===== src/rtl/regfile_wen_decoder_if.sv =====
// Bundle of request and result signals between the writeback stage and the
// register-file write-enable decoder.
interface regfile_wen_decoder_if #(
    parameter int ADDR_W = 5,
    parameter int CNT_W  = 8
);
    localparam int NOUT = 1 << ADDR_W;

    logic              stall;
    logic              a_en;
    logic [ADDR_W-1:0] a_addr;
    logic              b_en;
    logic [ADDR_W-1:0] b_addr;
    logic              cnt_clr;
    logic [NOUT-1:0]   wen_q;
    logic              a_hit_q;
    logic              b_hit_q;
    logic              coll_q;
    logic [CNT_W-1:0]  coll_cnt;

    // Writeback side: issues requests, observes decoded enables
    modport master (
        output stall, a_en, a_addr, b_en, b_addr, cnt_clr,
        input  wen_q, a_hit_q, b_hit_q, coll_q, coll_cnt
    );

    // Decoder side: consumes requests, produces registered enables
    modport slave (
        input  stall, a_en, a_addr, b_en, b_addr, cnt_clr,
        output wen_q, a_hit_q, b_hit_q, coll_q, coll_cnt
    );
endinterface


===== src/rtl/regfile_wen_decoder.sv =====
// Registered two-port write-enable decoder for the register file. Port A wins
// same-address collisions, writes to the hard-wired zero register are dropped,
// and a saturating counter tracks collisions for debug.
module regfile_wen_decoder #(
    parameter int ADDR_W   = 5,
    parameter int ZERO_EN  = 1,
    parameter int ZERO_IDX = 31,
    parameter int CNT_W    = 8
) (
    input  logic                 clk,
    input  logic                 reset_n,
    regfile_wen_decoder_if.slave bus
);
    localparam int                NOUT      = 1 << ADDR_W;
    localparam logic [ADDR_W-1:0] ZERO_ADDR = ADDR_W'(ZERO_IDX);
    localparam logic [CNT_W-1:0]  CNT_MAX   = '1;

    logic              maskA;
    logic              maskB;
    logic              sameAddr;
    logic              accA;
    logic              accB;
    logic              coll;
    logic [NOUT-1:0]   wen_d;
    logic [CNT_W-1:0]  collCnt_d;

    logic [NOUT-1:0]   wen_q;
    logic              aHit_q;
    logic              bHit_q;
    logic              coll_q;
    logic [CNT_W-1:0]  collCnt_q;

    // Decode both ports into the next enable word; A has priority on a shared address
    always_comb begin
        maskA    = (ZERO_EN != 0) && (bus.a_addr == ZERO_ADDR);
        maskB    = (ZERO_EN != 0) && (bus.b_addr == ZERO_ADDR);
        sameAddr = (bus.a_addr == bus.b_addr);
        accA     = bus.a_en && !maskA;
        coll     = accA && bus.b_en && !maskB && sameAddr;
        accB     = bus.b_en && !maskB && !(accA && sameAddr);
        wen_d    = '0;
        if (accA) begin
            wen_d[bus.a_addr] = 1'b1;
        end
        if (accB) begin
            wen_d[bus.b_addr] = 1'b1;
        end
    end

    // Collision counter next value: clear beats increment, and it sticks at all-ones
    always_comb begin
        collCnt_d = collCnt_q;
        if (bus.cnt_clr) begin
            collCnt_d = '0;
        end else if (coll && (collCnt_q != CNT_MAX)) begin
            collCnt_d = collCnt_q + 1'b1;
        end
    end

    // Pipeline register; a stall freezes every registered output including the counter
    always_ff @(posedge clk or negedge reset_n) begin
        if (!reset_n) begin
            wen_q     <= '0;
            aHit_q    <= 1'b0;
            bHit_q    <= 1'b0;
            coll_q    <= 1'b0;
            collCnt_q <= '0;
        end else if (!bus.stall) begin
            wen_q     <= wen_d;
            aHit_q    <= accA;
            bHit_q    <= accB;
            coll_q    <= coll;
            collCnt_q <= collCnt_d;
        end
    end

    assign bus.wen_q    = wen_q;
    assign bus.a_hit_q  = aHit_q;
    assign bus.b_hit_q  = bHit_q;
    assign bus.coll_q   = coll_q;
    assign bus.coll_cnt = collCnt_q;
endmodule


===== src/flat_wrapper.sv =====
// flat-port wrapper written by rule: the top's interface ports become plain ports
module regfile_wen_decoder_flat 
#(
    parameter int ADDR_W   = 5,
    parameter int ZERO_EN  = 1,
    parameter int ZERO_IDX = 31,
    parameter int CNT_W    = 8
)
  (clk, reset_n, bus_stall, bus_a_en, bus_a_addr, bus_b_en, bus_b_addr, bus_cnt_clr, bus_wen_q, bus_a_hit_q, bus_b_hit_q, bus_coll_q, bus_coll_cnt);
  regfile_wen_decoder_if #(.ADDR_W(ADDR_W), .CNT_W(CNT_W)) bus_i ();
  input  logic clk;
  input  logic reset_n;
  input wire logic [$bits(bus_i.stall)-1:0] bus_stall;
  input wire logic [$bits(bus_i.a_en)-1:0] bus_a_en;
  input wire logic [$bits(bus_i.a_addr)-1:0] bus_a_addr;
  input wire logic [$bits(bus_i.b_en)-1:0] bus_b_en;
  input wire logic [$bits(bus_i.b_addr)-1:0] bus_b_addr;
  input wire logic [$bits(bus_i.cnt_clr)-1:0] bus_cnt_clr;
  output wire logic [$bits(bus_i.wen_q)-1:0] bus_wen_q;
  output wire logic [$bits(bus_i.a_hit_q)-1:0] bus_a_hit_q;
  output wire logic [$bits(bus_i.b_hit_q)-1:0] bus_b_hit_q;
  output wire logic [$bits(bus_i.coll_q)-1:0] bus_coll_q;
  output wire logic [$bits(bus_i.coll_cnt)-1:0] bus_coll_cnt;
  assign bus_i.stall = bus_stall;
  assign bus_i.a_en = bus_a_en;
  assign bus_i.a_addr = bus_a_addr;
  assign bus_i.b_en = bus_b_en;
  assign bus_i.b_addr = bus_b_addr;
  assign bus_i.cnt_clr = bus_cnt_clr;
  assign bus_wen_q = bus_i.wen_q;
  assign bus_a_hit_q = bus_i.a_hit_q;
  assign bus_b_hit_q = bus_i.b_hit_q;
  assign bus_coll_q = bus_i.coll_q;
  assign bus_coll_cnt = bus_i.coll_cnt;
  regfile_wen_decoder #(.ADDR_W(ADDR_W), .ZERO_EN(ZERO_EN), .ZERO_IDX(ZERO_IDX), .CNT_W(CNT_W)) u_core (.clk(clk), .reset_n(reset_n), .bus(bus_i));
endmodule

===== config.mk =====
export PLATFORM = sky130hd
export DESIGN_NAME = regfile_wen_decoder_flat
export DESIGN_NICKNAME = d
export VERILOG_FILES = /design/src/rtl/regfile_wen_decoder_if.sv /design/src/rtl/regfile_wen_decoder.sv /design/src/flat_wrapper.sv
export SDC_FILE = /design/constraint.sdc
export NUM_CORES = 1
export LEC_CHECK = 0
export ABC_CLOCK_PERIOD_IN_PS = 3800
export CORE_UTILIZATION = 50
export CTS_CLUSTER_SIZE = 40
export DETAILED_ROUTE_END_ITERATION = 16
export PLACE_DENSITY = 0.91
export SLEW_MARGIN = 40
export SYNTH_ARGS = -nofsm -noshare
export SYNTH_HDL_FRONTEND = slang
export SYNTH_SLANG_ARGS = --single-unit

===== constraint.sdc =====
create_clock -name clk -period 3.8 [get_ports clk]
set_input_delay 0.76 -clock clk [delete_from_list [all_inputs] [get_ports clk]]
set_output_delay 0.76 -clock clk [all_outputs]
set_load 0.02 [all_outputs]

* Yosys cells after proc, flatten, opt, wreduce, memory -nomap -nowiden
Cells that the tools add are included.
Storage, ports and cells: bits in registers 43, bits in latches 0, RAM bits 0, bits in read-only memories 0, input bits 16, output and inout bits 43, logic and storage cells 39, memories 0
Cells by class: add/subtract/negate cells 1, multiply operators 0, div/mod/pow operators 0, order comparisons 4, equal/unequal tests 4, shifts and indexed selects 0, mux-type cells 8, bitwise operators 2, reduce and logical (&&, ||, !) cells 15
Operator list (count):
- two-way mux 32 bit | 2
- bitwise OR 32 bit | 1
- two-way mux 8 bit | 2
- less-than comparator 5 x 6 -> 1 bit (second input constant) | 2
- demux 1 bit (select 5 bit) | 2
- == test 5 bit (second input constant) | 2
- >= comparator 5 x 1 -> 1 bit (second input constant) | 2
- logical AND 1 bit | 10
- adder 8 x 1 -> 8 bit (second input constant) | 1
- != test 8 bit (second input constant) | 1
- == test 5 bit | 1
- zero test 1 bit | 3
- two-way mux 1 bit | 2
- AND reduction 2 bit | 1
- nonzero test 2 bit | 1
- inverter 1 bit | 1

* Logic depth before layout (Yosys ltp)
Gate-level depths: netlist of run 1.
depth after elaboration 9, gate-level depth with buffers 7

* Worst setup path before layout of run 1
Ideal clock, no wire load.
path type input port to flip-flop, start point input port bus_a_addr[3], end point register u_core.wen_q[25] (netlist: u_core.bus.wen_q[25]), arrival time 1.971 ns, required time 3.675 ns, path slack 1.705 ns, stages on the path 7, cells stage by stage buf_4 -> xnor2_1 -> nand3_2 -> nor3_4 -> buf_6 -> o32ai_1 -> mux2_2
Between the ends: longest elaborated chain between the ends 7
RTL lines:
- start, declared | RTL line flat_wrapper.sv:15 | input wire logic [$bits(bus_i.a_addr)-1:0] bus_a_addr;
- less-than comparator 5 x 6 -> 1 bit (not written as such), or another cell as far along | RTL line regfile_wen_decoder.sv:43 | wen_d[bus.a_addr] = 1'b1;
- logical AND 1 bit (not written as such) or zero test 1 bit (tied branches) | RTL line regfile_wen_decoder.sv:43, regfile_wen_decoder.sv:38
- two-way mux 1 bit (not written as such) or logical AND 1 bit (tied branches) | RTL line regfile_wen_decoder.sv:43, regfile_wen_decoder.sv:38
- demux 1 bit (select 5 bit) or logical AND 1 bit (tied branches)
- two-way mux 32 bit or zero test 1 bit (tied branches) | RTL line regfile_wen_decoder.sv:42, regfile_wen_decoder.sv:40
- bitwise OR 32 bit (no line) or logical AND 1 bit (tied branches)
- two-way mux 32 bit (*) | RTL line regfile_wen_decoder.sv:45 | if (accB) begin
- end signal, assigned | RTL line regfile_wen_decoder.sv:69 | wen_q <= wen_d;
- end, declared | RTL line regfile_wen_decoder.sv:27 | logic [NOUT-1:0] wen_q;
Every way passes the cells marked *; elsewhere a longest branch is shown, timed or not. A chain may end at the register's enable or synchronous reset.

* Worst setup path in the final report of run 1
start point input port bus_a_addr[2], end point register u_core.wen_q[28] (netlist: u_core.bus.wen_q[28])
Same word-level chain as after synthesis.

==> impl_metrics.env, run 1 <==
export IMPL_status="finished, final reports clean"
export IMPL_ff2ff_setup_slack_ns=1.98
export IMPL_antenna_found_initial=0
export IMPL_stdcell_area_mm2=0.003204
export IMPL_via_count=2119
export IMPL_syn_to_final_growth_pct=23.96
export IMPL_max_freq_mhz=371.6
export IMPL_clockBufferDepth=2
export IMPL_yosysMostFrequentCell="dfrtp_1"
export IMPL_synth_area_top_cells="dfrtp_1 42%, mux2_2 11%, o32ai_1 7.8%"
export IMPL_wire_per_inst_um=16.58
export IMPL_synthesis_nets=259
export IMPL_grt_max_degree=51
export IMPL_groute_usage_overall_pct=23.62
export IMPL_tightest_slew_ns=0.6370
export IMPL_die_h_um=73.90
export IMPL_utilization_pct=66.09
export IMPL_endpoint_kind="register"
export IMPL_grt_pass1_wl_mm=9.756
export IMPL_critPathLaunchType="input pin"
export IMPL_htree_levels=2
export IMPL_hp_class="in2async"
export IMPL_synth_largest_area_cell="dfrtp_1"
export IMPL_placed_area_mm2=0.003104
export IMPL_crit_type="in2reg"
export IMPL_synth_top_area_share_pct=41.63
export IMPL_viasPerCell=5.936
export IMPL_layout_min_cycle_time_ns=2.691
export IMPL_slew_headroom_pct=57.21
export IMPL_vdd_ir_drop_max_mv=0.2181
export IMPL_clock_skew_ns=0.001699
export IMPL_synth_cells=242
export IMPL_ctsResizeCount=0
export IMPL_die_area_mm2=0.005461
export IMPL_period_share_pct=70.81
export IMPL_fp_dieW_um=73.90
export IMPL_arrival_ns=2.89
export IMPL_start_util_pct=53.32
export IMPL_reg2reg_depth=6
export IMPL_final_hold_violation_count=0
export IMPL_clk_pin_slew_worst_paths_ns=0.08
export IMPL_overflow=0
export IMPL_ys_flop_type="dfrtp_1"
export IMPL_yosys_register_bits=43
export IMPL_setup_tns_ns=0
export IMPL_io_pins=59
export IMPL_timing_hold_ws_ns=0.4401
export IMPL_design_final_nets=306
export IMPL_avgSynthCellArea_um2=10.68
export IMPL_drive_gt1_share_pct=18.28
export IMPL_syn_area_mm2=0.002585
export IMPL_cp_required_ns=3.99
export IMPL_async_reset_ff_share_pct=100.0
export IMPL_drc_errors=0
export IMPL_yosysUniqueCellTypes=49
export IMPL_cts_root_buf="clkbuf_8"
export IMPL_drt_iter0_markers=155
export IMPL_gp_congestion=0.8759
export IMPL_port_buffers=58
export IMPL_cp_max_fo=29
export IMPL_insertion_delay_ns=0.30
export IMPL_synth_edf_count=0
export IMPL_rsz0062_at_grt="false"
export IMPL_leakage_nw=1.305
export IMPL_core_area_mm2=0.004848
export IMPL_clock_sinks=43
export IMPL_yosysSeqAreaShare_pct=41.63
export IMPL_first_pass_iters=4
export IMPL_slew_violations=0
export IMPL_synth_common_cells="43 x dfrtp_1, 26 x mux2_2, 23 x o32ai_1, 17 x nand2_1, 10 x nor2_1"
export IMPL_setup_violations=0
export IMPL_fp_row_count=25
export IMPL_n_antenna_cell=0
export IMPL_max_cap_violations=0
export IMPL_hold_buffers=0
export IMPL_yosys_warnings=0
export IMPL_powerDensity_mw_per_mm2=315.4
export IMPL_postCtsSetupRepairBufs=0
export IMPL_routed_wl_mm=5.920
export IMPL_cts_made_buffers=5
export IMPL_final_antenna_net_count=0
export IMPL_cts_tree="built"
export IMPL_grt_pass1_vias=2064
export IMPL_dp_hpwl_mm=4.115
export IMPL_power_mw=1.011
## sequential cells by signal, indices dropped and copies added, names as in the netlist
| signal | count |
|---|---|
| u_core.bus.b_hit_q | 1 |
| u_core.bus.a_hit_q | 1 |
| u_core.bus.coll_cnt | 8 |
| u_core.bus.coll_q | 1 |
| u_core.bus.wen_q | 32 |
## final timing paths
check,start,end
max,bus_a_addr[2],u_core.bus.wen_q[28]
min,reset_n,u_core.bus.coll_cnt[7]
max reg2reg,u_core.bus.coll_cnt[0],u_core.bus.coll_cnt[5]
min reg2reg,u_core.bus.coll_q,u_core.bus.coll_q
max in group asynchronous,reset_n,u_core.bus.wen_q[16]
min in group clk,u_core.bus.coll_q,u_core.bus.coll_q
## cell families after synthesis
| logic type | Yosys count | synth area share [%] |
|---|---|---|
| AND/OR/NAND/NOR | 88 | 21.20 |
| XOR/XNOR | 5 | 2.275 |
| adder cells (fa/ha/maj) | 1 | 0.4839 |
| AO/OA/AOI/OAI | 55 | 16.60 |
| buffers and inverters | 24 | 6.486 |
| multiplexers | 26 | 11.33 |
| flip-flops | 43 | 41.63 |
## placed cells by master (no fill, tap or decap), types with 7 or more instances in the layout
| cell type | synthesis | routed |
|---|---|---|
| clkbuf_8 | 0 | 7 |
| nand3b_1 | 9 | 9 |
| o32ai_1 | 23 | 23 |
| nor2_1 | 10 | 10 |
| nand3_1 | 7 | 7 |
| clkdlybuf4s50_1 | 0 | 56 |
| a21oi_1 | 9 | 9 |
| mux2_2 | 26 | 26 |
| dfrtp_1 | 43 | 43 |
| nand2_1 | 17 | 17 |
## final cells by class
type / instances / area [um2]
Fill cell: 374 / 1644
Multi-Input combinational cell: 175 / 1341
Sequential cell: 43 / 1076
Timing Repair Buffer: 60 / 588.1
Clock buffer: 8 / 100.1
Tap cell: 67 / 83.83
Inverter: 4 / 15.01
## where the power goes
| group | total, mW | internal [mW] | switching [mW] |
|---|---|---|---|
| clock network | 0.315 | 0.166 | 0.149 |
| registers | 0.498 | 0.477 | 0.0205 |
| logic | 0.198 | 0.0885 | 0.110 |
## routing by layer
layer	wire length [um]	vias to the layer above	track usage [%]
li1	-	1013	-
met1	2565	1023	30.47
met2	2912	79	38.69
met3	395	4	5.761
met4	47	0	8.333
met5	0	-	0
## stage by stage
step / setup WS (ns) / cells
finish: 1.109 / 357
global route: 0.9792 / 357
CTS: 1.127 / 357
detailed placement: 0.8125 / 349
global placement: 0.9122 / 349
floorplan: 1.705 / 242
## worst max-delay path, cell delays in order
cell and delay, ns:
clkdlybuf4s50_1 0.69, nand3_4 0.15, o21ai_2 0.30, nor3_4 0.10, buf_4 0.23, or3b_1 0.42, o31ai_1 0.23
No activity file was read; power rests on OpenSTA's default activity.
==> run 2: changes to the inputs <==
--- a/config.mk
+++ b/config.mk
@@ -5,7 +5,7 @@
 export SDC_FILE = /design/constraint.sdc
 export NUM_CORES = 1
 export LEC_CHECK = 0
-export ABC_CLOCK_PERIOD_IN_PS = 3800
+export ABC_CLOCK_PERIOD_IN_PS = 2550
 export CORE_UTILIZATION = 50
 export CTS_CLUSTER_SIZE = 40
 export DETAILED_ROUTE_END_ITERATION = 16
==> constraint.sdc (replaced) <==
create_clock -name clk -period 2.55 [get_ports clk]
set_input_delay 0.51 -clock clk [delete_from_list [all_inputs] [get_ports clk]]
set_output_delay 0.51 -clock clk [all_outputs]
set_load 0.02 [all_outputs]
==> run 2 against run 1 <==
First-iteration DRC count decreased by 12%. Setup slack got worse by 0.74 ns. Highest routed layer unchanged. Non-clock buffer count increased by 13.
==> impl_metrics.env, run 2 (same netlist as run 1, synthesis figures left out) <==
export IMPL_status="finished, final reports clean"
export IMPL_crit_type="in2reg"
export IMPL_design_final_nets=319
export IMPL_multiInputGateArea_mm2=0.001341
export IMPL_wl_met2_mm=2.994
export IMPL_p_int_mw=1.067
export IMPL_layout_min_cycle_time_ns=2.179
export IMPL_cts_made_buffers=5
export IMPL_first_pass_iters=5
export IMPL_pre_cts_ws_ns=0.06494
export IMPL_hold_buffers=0
export IMPL_insertion_delay_ns=0.29
export IMPL_hp_class="in2async"
export IMPL_n_antenna_cell=0
export IMPL_setup_violations=0
export IMPL_via_count=2224
export IMPL_start_util_pct=53.32
export IMPL_max_freq_mhz=458.9
export IMPL_seq_area_mm2=0.001076
export IMPL_leakage_nw=1.369
export IMPL_clock_sinks=43
export IMPL_final_antenna_net_count=0
export IMPL_final_common_cell="clkdlybuf4s50_1"
export IMPL_fillers=371
export IMPL_arrival_ns=2.42
export IMPL_gp_congestion=0.9424
export IMPL_clockBufferDepth=2
export IMPL_viasPerCell=6.027
export IMPL_seq_power_share_pct=49.7
export IMPL_drc_errors=0
export IMPL_setup_ws_ns=0.3709
export IMPL_port_buffers=58
export IMPL_cts_root_buf="clkbuf_8"
export IMPL_vdd_ir_drop_max_mv=0.2974
export IMPL_slew_violations=0
export IMPL_dp_cells=362
export IMPL_grt_max_degree=51
export IMPL_period_share_pct=85.45
export IMPL_timing_hold_ws_ns=0.1872
export IMPL_grt_pass1_wl_mm=9.777
export IMPL_fp_dieW_um=73.90
export IMPL_postCtsSetupRepairBufs=0
export IMPL_drt_iter0_markers=137
export IMPL_overflow=0
export IMPL_die_area_mm2=0.005461
export IMPL_cts_tree="built"
export IMPL_routed_wl_mm=6.230
export IMPL_syn_to_final_growth_pct=28.22
export IMPL_final_hold_violation_count=0
export IMPL_io_pins=59
export IMPL_endpoint_kind="register"
export IMPL_cp_required_ns=2.79
export IMPL_highest_layer="met4"
export IMPL_max_cap_violations=0
export IMPL_tightest_slew_ns=0.5506
export IMPL_clk_pin_slew_worst_paths_ns=0.08
export IMPL_cp_max_fo=21
export IMPL_ctsResizeCount=0
export IMPL_layout_common_cells="56 x clkdlybuf4s50_1, 43 x dfrtp_1, 26 x mux2_2"
export IMPL_rsz0062_at_grt="false"
export IMPL_wire_per_inst_um=16.88
export IMPL_critPathLaunchType="input pin"
export IMPL_powerDensity_mw_per_mm2=450.4
export IMPL_instances_no_fill=369
export IMPL_fp_row_count=25
export IMPL_drive_gt1_share_pct=21.85
export IMPL_p_sw_mw=0.4262
export IMPL_groute_usage_overall_pct=23.82
export IMPL_power_mw=1.493
export IMPL_slew_headroom_pct=63.29
export IMPL_p_clk_share_pct=29.5
export IMPL_largest_reg_flops=32
export IMPL_swShare_pct=28.55
export IMPL_dp_hpwl_mm=4.469
export IMPL_clock_skew_ns=0.001004
export IMPL_wl_met3_um=420
export IMPL_core_area_mm2=0.004848
export IMPL_regMostFlops="u_core.bus.wen_q"
export IMPL_wl_met1_mm=2.648
export IMPL_die_h_um=73.90
export IMPL_grt_pass1_vias=2088
export IMPL_p_comb_share_pct=20.8
export IMPL_antenna_found_initial=0
export IMPL_htree_levels=2
export IMPL_setup_tns_ns=0
run 2: cell count changes in the layout (fill, tap and decap cells not counted), sizes merged:
cell    change
clkinv      +1
buf        +13
clkbuf      -2
run 2: area by class of cell:
type / count / share of cell area [%]
multi-input cells: 175 / 40.47
flip-flops and latches: 43 / 32.47
repair buffers: 73 / 21.44
well taps: 67 / 2.529
clock buffers: 6 / 2.492
inverters: 4 / 0.4530
clock inverters: 1 / 0.1510
run 2: path summary, 6_finish.rpt:
check	cells past startpoint	slack [ns]	from	to
setup / recovery	7	0.37	bus_a_addr[2]	u_core.bus.wen_q[2]
hold / removal	1	0.19	reset_n	u_core.bus.wen_q[31]
setup reg to reg	6	0.72	u_core.bus.coll_cnt[0]	u_core.bus.coll_cnt[5]
hold reg to reg	1	0.48	u_core.bus.coll_q	u_core.bus.coll_q
max in group asynchronous	1	1.98	reset_n	u_core.bus.coll_cnt[6]
min in group clk	1	0.48	u_core.bus.coll_q	u_core.bus.coll_q
run 2: stage by stage:
step / instance area (um2) / util, %
2_1_floorplan: 2585 / -
4_1_cts: 3314 / 68.36
6_report: 3314 / 68.36
3_3_place_gp: 3224 / 66.50
3_5_place_dp: 3227 / 66.55
5_1_grt: 3314 / 68.36
run 2: worst max-delay path, stage by stage:
cell	delay (ns)
clkdlybuf4s50_1	0.61
nand3_4	0.13
o21ai_2	0.32
nor3_4	0.11
buf_12	0.17
o32ai_1	0.34
mux2_2	0.22
run 2: power by group through the flow:
stage	Sequential (mW)	Clock, mW	Combinational [mW]
2_1_floorplan	0.786	0	0.145
3_3_place_gp	0.753	0	0.302
3_5_place_dp	0.755	0	0.310
4_1_cts	0.742	0.453	0.311
5_1_grt	0.746	0.476	0.334
6_report	0.741	0.441	0.311
run 2: layer usage:
layer | GRT usage, % | vias up
met4 | 13.03 | 0
li1 | - | 1039
met3 | 6.173 | 17
met1 | 29.68 | 1060
met2 | 37.78 | 108
met5 | 0 | -
